### src/rtl/tft_spi_tx_if.sv
// tft_spi_tx_if: drawer-to-transmitter byte handshake (tft_transmit strobe, tft_dc, tft_data in; tft_busy back)
interface tft_spi_tx_if;
  logic       tft_transmit;
  logic       tft_dc;
  logic [7:0] tft_data;
  logic       tft_busy;
  modport master (output tft_transmit, tft_dc, tft_data, input tft_busy);
  modport slave (input tft_transmit, tft_dc, tft_data, output tft_busy);
endinterface

### src/rtl/tft_spi_tx.sv
// tft_spi_tx: panel reset/wake sequencer plus MSB-first SPI mode-0 byte sender; ports clk, rst, bus (byte handshake), spi_sck/spi_mosi/spi_cs/spi_dc, lcd_rst_n
module tft_spi_tx #(
  parameter int CLK_DIV      = 2,
  parameter int RESET_CYCLES = 1000,
  parameter int WAKE_CYCLES  = 12000,
  parameter int CS_HOLD      = 8
) (
  input  logic               clk,
  input  logic               rst,
  tft_spi_tx_if.slave        bus,
  output logic               spi_sck,
  output logic               spi_mosi,
  output logic               spi_cs,
  output logic               spi_dc,
  output logic               lcd_rst_n
);
  localparam int M1 = RESET_CYCLES > WAKE_CYCLES ? RESET_CYCLES : WAKE_CYCLES;
  localparam int M2 = CS_HOLD > CLK_DIV ? CS_HOLD : CLK_DIV;
  localparam int CW = $clog2((M1 > M2 ? M1 : M2) + 1);
  typedef enum logic [2:0] {RST_HOLD, RST_WAIT, IDLE, SHIFT, HOLD} state_t;
  state_t state_q, state_d;
  logic [CW-1:0] cnt_q, cnt_d;
  logic [2:0] bit_q, bit_d;
  logic [7:0] sh_q, sh_d;
  logic busy_q, busy_d, sck_q, sck_d, mosi_q, mosi_d, cs_q, cs_d, dc_q, dc_d, rstn_q, rstn_d;
  logic load;
  assign load = (state_q == IDLE || state_q == HOLD) && bus.tft_transmit;
  always_comb begin
    state_d = state_q;
    cnt_d   = cnt_q + 1'b1;
    bit_d   = bit_q;
    sh_d    = sh_q;
    busy_d  = busy_q;
    sck_d   = sck_q;
    mosi_d  = mosi_q;
    cs_d    = cs_q;
    dc_d    = dc_q;
    rstn_d  = rstn_q;
    case (state_q)
      RST_HOLD: if (cnt_q == CW'(RESET_CYCLES - 1)) begin
        rstn_d  = 1'b1;
        cnt_d   = '0;
        state_d = RST_WAIT;
      end
      RST_WAIT: if (cnt_q == CW'(WAKE_CYCLES - 1)) begin
        busy_d  = 1'b0;
        cnt_d   = '0;
        state_d = IDLE;
      end
      IDLE: cnt_d = '0;
      SHIFT: if (cnt_q == CW'(CLK_DIV - 1)) begin
        cnt_d = '0;
        sck_d = ~sck_q;
        if (sck_q && bit_q == 3'd0) begin
          busy_d  = 1'b0;
          state_d = HOLD;
        end else if (sck_q) begin
          bit_d  = bit_q - 3'd1;
          mosi_d = sh_q[bit_d];
        end
      end
      HOLD: if (cnt_q == CW'(CS_HOLD - 1)) begin
        cs_d    = 1'b1;
        state_d = IDLE;
      end
      default: state_d = RST_HOLD;
    endcase
    if (load) begin
      state_d = SHIFT;
      cnt_d   = '0;
      bit_d   = 3'd7;
      sh_d    = bus.tft_data;
      mosi_d  = bus.tft_data[7];
      dc_d    = bus.tft_dc;
      cs_d    = 1'b0;
      busy_d  = 1'b1;
      sck_d   = 1'b0;
    end
  end
  always_ff @(posedge clk) begin
    if (rst) begin
      state_q <= RST_HOLD;
      cnt_q   <= '0;
      bit_q   <= 3'd7;
      sh_q    <= '0;
      busy_q  <= 1'b1;
      sck_q   <= 1'b0;
      mosi_q  <= 1'b0;
      cs_q    <= 1'b1;
      dc_q    <= 1'b0;
      rstn_q  <= 1'b0;
    end else begin
      state_q <= state_d;
      cnt_q   <= cnt_d;
      bit_q   <= bit_d;
      sh_q    <= sh_d;
      busy_q  <= busy_d;
      sck_q   <= sck_d;
      mosi_q  <= mosi_d;
      cs_q    <= cs_d;
      dc_q    <= dc_d;
      rstn_q  <= rstn_d;
    end
  end
  assign bus.tft_busy = busy_q;
  assign spi_sck      = sck_q;
  assign spi_mosi     = mosi_q;
  assign spi_cs       = cs_q;
  assign spi_dc       = dc_q;
  assign lcd_rst_n    = rstn_q;
endmodule

### src/flat_wrapper.sv
// flat-port wrapper written by rule: the top's interface ports become plain ports
module tft_spi_tx_flat 
#(
  parameter int CLK_DIV      = 2,
  parameter int RESET_CYCLES = 1000,
  parameter int WAKE_CYCLES  = 12000,
  parameter int CS_HOLD      = 8
)
  (clk, rst, spi_sck, spi_mosi, spi_cs, spi_dc, lcd_rst_n, bus_tft_transmit, bus_tft_dc, bus_tft_data, bus_tft_busy);
  tft_spi_tx_if bus_i ();
  input  logic clk;
  input  logic rst;
  output logic spi_sck;
  output logic spi_mosi;
  output logic spi_cs;
  output logic spi_dc;
  output logic lcd_rst_n;
  input wire logic [$bits(bus_i.tft_transmit)-1:0] bus_tft_transmit;
  input wire logic [$bits(bus_i.tft_dc)-1:0] bus_tft_dc;
  input wire logic [$bits(bus_i.tft_data)-1:0] bus_tft_data;
  output wire logic [$bits(bus_i.tft_busy)-1:0] bus_tft_busy;
  assign bus_i.tft_transmit = bus_tft_transmit;
  assign bus_i.tft_dc = bus_tft_dc;
  assign bus_i.tft_data = bus_tft_data;
  assign bus_tft_busy = bus_i.tft_busy;
  tft_spi_tx #(.CLK_DIV(CLK_DIV), .RESET_CYCLES(RESET_CYCLES), .WAKE_CYCLES(WAKE_CYCLES), .CS_HOLD(CS_HOLD)) u_core (.clk(clk), .rst(rst), .bus(bus_i), .spi_sck(spi_sck), .spi_mosi(spi_mosi), .spi_cs(spi_cs), .spi_dc(spi_dc), .lcd_rst_n(lcd_rst_n));
endmodule
### config.mk
export PLATFORM = sky130hd
export DESIGN_NAME = tft_spi_tx_flat
export DESIGN_NICKNAME = d
export VERILOG_FILES = /design/src/rtl/tft_spi_tx_if.sv /design/src/rtl/tft_spi_tx.sv /design/src/flat_wrapper.sv
export SDC_FILE = /design/constraint.sdc
export NUM_CORES = 1
export LEC_CHECK = 0
export CORE_MARGIN = 5
export CORE_UTILIZATION = 44
export DETAILED_ROUTE_END_ITERATION = 8
export PLACE_DENSITY_LB_ADDON = 0.05
export SETUP_SLACK_MARGIN = 0.2
export SKIP_CTS_REPAIR_TIMING = 1
export SLEW_MARGIN = 40
export SYNTH_ARGS = -nofsm -noshare
export SYNTH_HDL_FRONTEND = slang
export SYNTH_SLANG_ARGS = --single-unit
### constraint.sdc
create_clock -name clk -period 2.6 [get_ports clk]
set_clock_uncertainty 0.05 [all_clocks]
set_input_delay 0.52 -clock clk [delete_from_list [all_inputs] [get_ports clk]]
set_output_delay 0.52 -clock clk [all_outputs]
set_load 0.05 [all_outputs]
==> out/qor.csv <==
metric,value,unit
Lkg Pwr,0.000743,µW
fmax,451,MHz
area post-placement,1980,µm²
critical path required time,2.72,ns
setup violators final,0,
vias in the first global route,1322,
min-delay worst type,reg -> reg,
root buf cell,clkbuf_8,
status,completed,
P&R area growth vs syn,20.0,%
first-pass GRT wire length,6.15,mm
slew margin rel.,0.656,
critical path arrival,2.34,ns
crit path max fanout,13,
Synth Register Bits,34,
port bufs,17,
adder-cell share of the synthesized area,0.0288,
"Top FF cell, synth",dfxtp_1,
CP startpoint kind,flip-flop,
Mapped Cells,189,
via/cell ratio,5.34,
RR Startpoint,u_core.cnt_q[0],
Sink Count,34,
Cells after DPL,253,
share of cells above drive strength 1,0.183,
max-slew violations,0,
Post-Synth XOR/XNOR Area,0.0807,
cts bufs inserted,5,
synth warn,0,
initial antenna violation count,0,
die area,5300,µm²
critical path endpoint category,flip-flop,
ant diodes,0,
antenna-violating nets left,0,
Die Y,72.8,µm
Clock Pin Slew Worst Setup and Hold Paths,0.07,ns
Clock Latency Late Sink,0.28,ns
WL per Instance,13.3,µm
Core Area,3740,µm²
clock buffer depth,2,
filler cell count,360,
Max VDD drop,0.000355,V
number of enable flip-flop cells after synthesis,0,
CTS tree,built,
fin nets,228,
final instance area,2080,µm²
largest family of logic cells by synthesized area,simple AND/OR/NAND/NOR gates,
hold path startpoint,u_core.bus.tft_busy,
top-count cell post-synth,dfxtp_1,
final std cells w/o fill,261,
DRC viols,0,
worst slew pin tran,0.514,ns
syn avg cell area,9.19,µm²
Post-Syn Nets,205,
mux contribution to synthesized area,0.0591,
GRT overflow,0,
Yosys cell types,47,
RSZ-0062 raised after global routing,no,
Synth top area share,0.392,
GR Util All Layers,0.147,
"top cells by area, synth","dfxtp_1, xnor2_1, nor2_1",
mapped cell area,1740,µm²
initial drt markers,91,
Crit Path Category,reg -> reg,
Final Hold Viols,0,
top cell type by total area after synthesis,dfxtp_1,
final WL,3.48,mm
post-synthesis compound-gate area fraction,0.115,
Async SR Flop Fraction,0,
DR vias,1394,
area of the multi-input gates,1010,µm²
Site Rows,22,
fin crit share,0.853,
Min Hold Slack,0.413,ns
dpl hpwl,2.61,mm
total negative slack,0,ns
Critical Path Source,u_core.cnt_q[0],
Post-synth top cells,"dfxtp_1, nor2_1, nand2_1, nor2_2, xnor2_1",
Starting Density,0.464,
PwrDens,707,nW/µm²
crit path time final,2.22,ns
Final GP Congestion,0.839,
Die W,72.8,µm
Max Cap Viol,0,
register area share after synthesis,0.392,
htree depth,2,
io pins,18,
TritonRoute pass-1 iters,6,
register area,681,µm²
Synth Area in Simple Gates,0.291,
largest net degree at the start of global routing,14,
sequential cells by signal (all words and copies together), names as in the netlist, 3 cells and up:
name,cells
u_core.bit_q,3
u_core.state_q,3
u_core.sh_q,8
u_core.cnt_q,14
path summary, 6_finish.rpt:
path                                       endpoint  slack [ns]  depth (start not counted)
worst min register to register  u_core.bus.tft_busy        0.41                          2
worst max-delay path                u_core.cnt_q[8]        0.38                          7
worst max register to register      u_core.cnt_q[8]        0.38                          7
worst min-delay path            u_core.bus.tft_busy        0.41                          2
metrics by stage:
stage	total power (µW)	utilization	setup slack [ns]
3_3_place_gp	1080	0.529	0.370
2_1_floorplan	971	-	0.435
5_1_grt	1570	0.556	0.256
3_5_place_dp	1090	0.529	0.299
4_1_cts	1490	0.553	0.287
6_report	1470	0.556	0.383
final cells by class:
cell class,count,share of cell area
clock buffers,7,0.0414
clock inverters,1,0.00240
inverters,6,0.0108
multi-input cells,142,0.486
flip-flops and latches,34,0.327
well taps,48,0.0288
repair buffers,23,0.103
kinds of logic (layout without fill, tap and decap cells):
family | after synthesis | in the layout
fa+ha+maj | 4 | 4
xor+xnor | 16 | 16
compound gates | 25 | 25
mux | 9 | 9
buf+inv | 13 | 37
simple gates | 88 | 88
flops | 34 | 34
layer usage:
| layer | wire length (µm) | share of wire | vias up | global-route usage |
|---|---|---|---|---|
| met4 | 72 | 0.021 | 0 | 0.0492 |
| met1 | 1730 | 0.50 | 638 | 0.208 |
| met3 | 224 | 0.064 | 10 | 0.0496 |
| met5 | 0 | 0 | - | 0 |
| met2 | 1450 | 0.42 | 42 | 0.209 |
| li1 | - | - | 704 | - |
report_power, final:
part           switching (µW)  total [µW]  internal (µW)
clock                     183         396            213
sequential               69.6         645            576
combinational             236         432            196
layout by cell type, fill, tap and decap left out, types with 4 or more instances in the layout:
cell,Yosys,layout
or2_2,4,4
clkbuf_8,0,6
nand2_1,12,12
a21oi_1,6,6
dfxtp_1,34,34
nor2_2,12,12
nor2_1,22,22
buf_4,0,6
nor3_1,4,4
xnor2_1,10,10
xor2_1,6,6
inv_1,6,6
nand4_1,4,4
mux2i_1,8,8
nand2b_1,4,4
nand3_1,4,4
clkdlybuf4s50_1,0,17
critical path, stage by stage, from the launching register on:
cell	delay (ns)
dfxtp_1	0.43
ha_1	0.19
or4b_1	0.49
nor4_4	0.22
nor2_2	0.08
o41ai_4	0.31
buf_4	0.27
nor2_1	0.07
Power figures use the tool's default switching activity.
==> RTL edit: new RTL, config.mk and constraints unchanged <==
The 5 states of `state_t` get a Gray code encoding in 3 bits.
--- a/src/rtl/tft_spi_tx.sv
+++ b/src/rtl/tft_spi_tx.sv
@@ -17,7 +17,7 @@
   localparam int M1 = RESET_CYCLES > WAKE_CYCLES ? RESET_CYCLES : WAKE_CYCLES;
   localparam int M2 = CS_HOLD > CLK_DIV ? CS_HOLD : CLK_DIV;
   localparam int CW = $clog2((M1 > M2 ? M1 : M2) + 1);
-  typedef enum logic [2:0] {RST_HOLD, RST_WAIT, IDLE, SHIFT, HOLD} state_t;
+  typedef enum logic [2:0] {RST_HOLD = 3'b000, RST_WAIT = 3'b001, IDLE = 3'b011, SHIFT = 3'b010, HOLD = 3'b110} state_t;
   state_t state_q, state_d;
   logic [CW-1:0] cnt_q, cnt_d;
   logic [2:0] bit_q, bit_d;
Function: same outputs for any inputs over 10 cycles, from zero or initial values and one cycle with rst high; not proved beyond that.
==> RTL edit against the unedited design <==
Setup slack improved by 0.12 ns; synthesized area increased by 1.6%; global-route usage grew 1.8 points; wire length increased by 10%; via count grew 5.2%; design area is 1.4% lower; sequential cell count unchanged; highest routed layer unchanged; first-iteration DRC count up 77%.
Power is not compared: it rests on default switching activity, and its combinational part moved more than twofold at a synthesized area within 25%.
==> RTL edit: results (changes against the unedited design) <==
* WL met3 at 206 um (-8.0%)
* XOR/XNOR Fraction of Synth Area at 6.95% (-1.1 points)
* Multiplexer share of the synthesized area at 7.66% (+1.8 points)
* Internal at 786 uW
* Comb_multi_in at 135 (-4.9%)
* Slew @ Worst Pin at 0.687 ns (+0.173 ns)
* Max stage delay on crit path at 0.57 ns (+0.08 ns)
* Met2 wire length at 1680 um (+15%)
* Final Non-Filler Cells at 254 (-2.7%)
* Max Cap Violations at 0 (unchanged)
* Worst-Skew Late Latency at 0.28 ns (about the same)
* Fillers at 364 (+1.1%)
* Top post-synthesis cells by count: dfxtp_1 (34), nor2_1 (18), a211oi_1 (14)
* Worst-case reg-to-reg path depth at 5 (-2)
* Critical path arrival at 2.18 ns (-0.16 ns)
* Fraction of cell area in non-clock buffers at 9.38% (-0.95 points)
* Met3 GRT Util at 5.06% (+0.10 points)
* Status: completed
* Met1 Use GR at 22.7% (+1.9 points)
* Seq/Total Area, Yosys at 38.6% (-0.61 points)
* Clock buf count at 7 (unchanged)
* Inverters at 7 (+1)
* Post-Route WL at 3850 um (+10%)
* Via density per instance at 5.77 (+8.1%)
* Critical Path Fanout Max at 14 (+1)
* Post-Place Setup Slack at 0.517 ns (+0.218 ns)
* Hold_sp: u_core.bus.tft_busy
* CTS Root Cell: clkbuf_8
* Crit-path leading delay family: compound AO/OA/AOI/OAI gates
* Pre-antenna DRT Iters at 4 (-2)
* Ant diodes at 0 (unchanged)
* Multi-input logic portion of the cell area at 48.7% (+0.073 points)
* CTS Buf Count at 5 (unchanged)
* Post-Syn Nets at 200 (-2.4%)
* Synth Area in Compound Gates at 15.3% (+3.9 points)
* Fraction of layout cells with a size suffix above 1 at 9.31% (-9.0 points)
* Layout Nets at 219 (-3.9%)
* Largest net degree at the start of global routing at 19 (+5)
* Routability Congestion at 0.850 (+1.3%)
* Combinational share of power at 8.3%
* Met2 usage in global routing at 25.1% (+4.2 points)
* Distinct cells, synth at 48 (+2.1%)
* Clock buffers and inverters, area share at 4.45% (+0.061 points)
* Synth top area cells: dfxtp_1 (39%), a211oi_1 (6.0%), xnor2_1 (6.0%), mux2i_1 (5.1%), nor2_1 (3.8%)
* Crit-path slowest cell: a2bb2oi_2
* Post-Synth Adder-Cell Area at 2.84% (-0.045 points)
* Yosys warning count at 0 (unchanged)
* Sequential share of cell area at 33.1% (+0.46 points)
* First-pass GRT wire length at 6940 um (+13%)
* Reg2reg end: u_core.cnt_q[13]
* Starting DRT DRC Count at 161 (+77%)
* Worst hold stages at 1 (-1)
* Post-DP HPWL at 2780 um (+6.6%)
* Wl on met1 at 1920 um (+11%)
* GRT Util Overall at 16.6% (+1.8 points)
* Hold EP: u_core.bus.tft_busy
* Post-synthesis area per instance at 9.59 um^2 (+4.3%)
* Bufs w/o clock at 20 (-13%)
[RTL edit: cell count changes in the layout (fill, tap and decap cells not counted), sizes merged, moves of 3 or more]
cell	change
nor4	+3
o21ai	+5
a211oi	+12
nand2	-4
nor2b	-3
buf	-3
xor2	-4
or2	-4
a21oi	-3
nor2	-16
nand3	+6
[RTL edit: metrics by stage]
stage                     hold WS (ns)  area (um^2)
final                            0.429         2050
after global routing             0.458         2050
after floorplan                  0.401         1760
after detailed placement         0.415         1960
after CTS                        0.437         2050
after global placement           0.413         1960
[RTL edit: worst max path at each step]
stage | endpoint | slack, ns | start
finish | u_core.cnt_q[13] | 0.50 | u_core.cnt_q[0]
global route | u_core.cnt_q[6] | 0.31 | u_core.cnt_q[0]
CTS | u_core.cnt_q[6] | 0.50 | u_core.cnt_q[0]
detailed placement | u_core.cnt_q[6] | 0.52 | u_core.cnt_q[0]
global placement | u_core.cnt_q[0] | 0.60 | u_core.cnt_q[0]
floorplan | u_core.bus.tft_busy | 0.84 | u_core.spi_sck
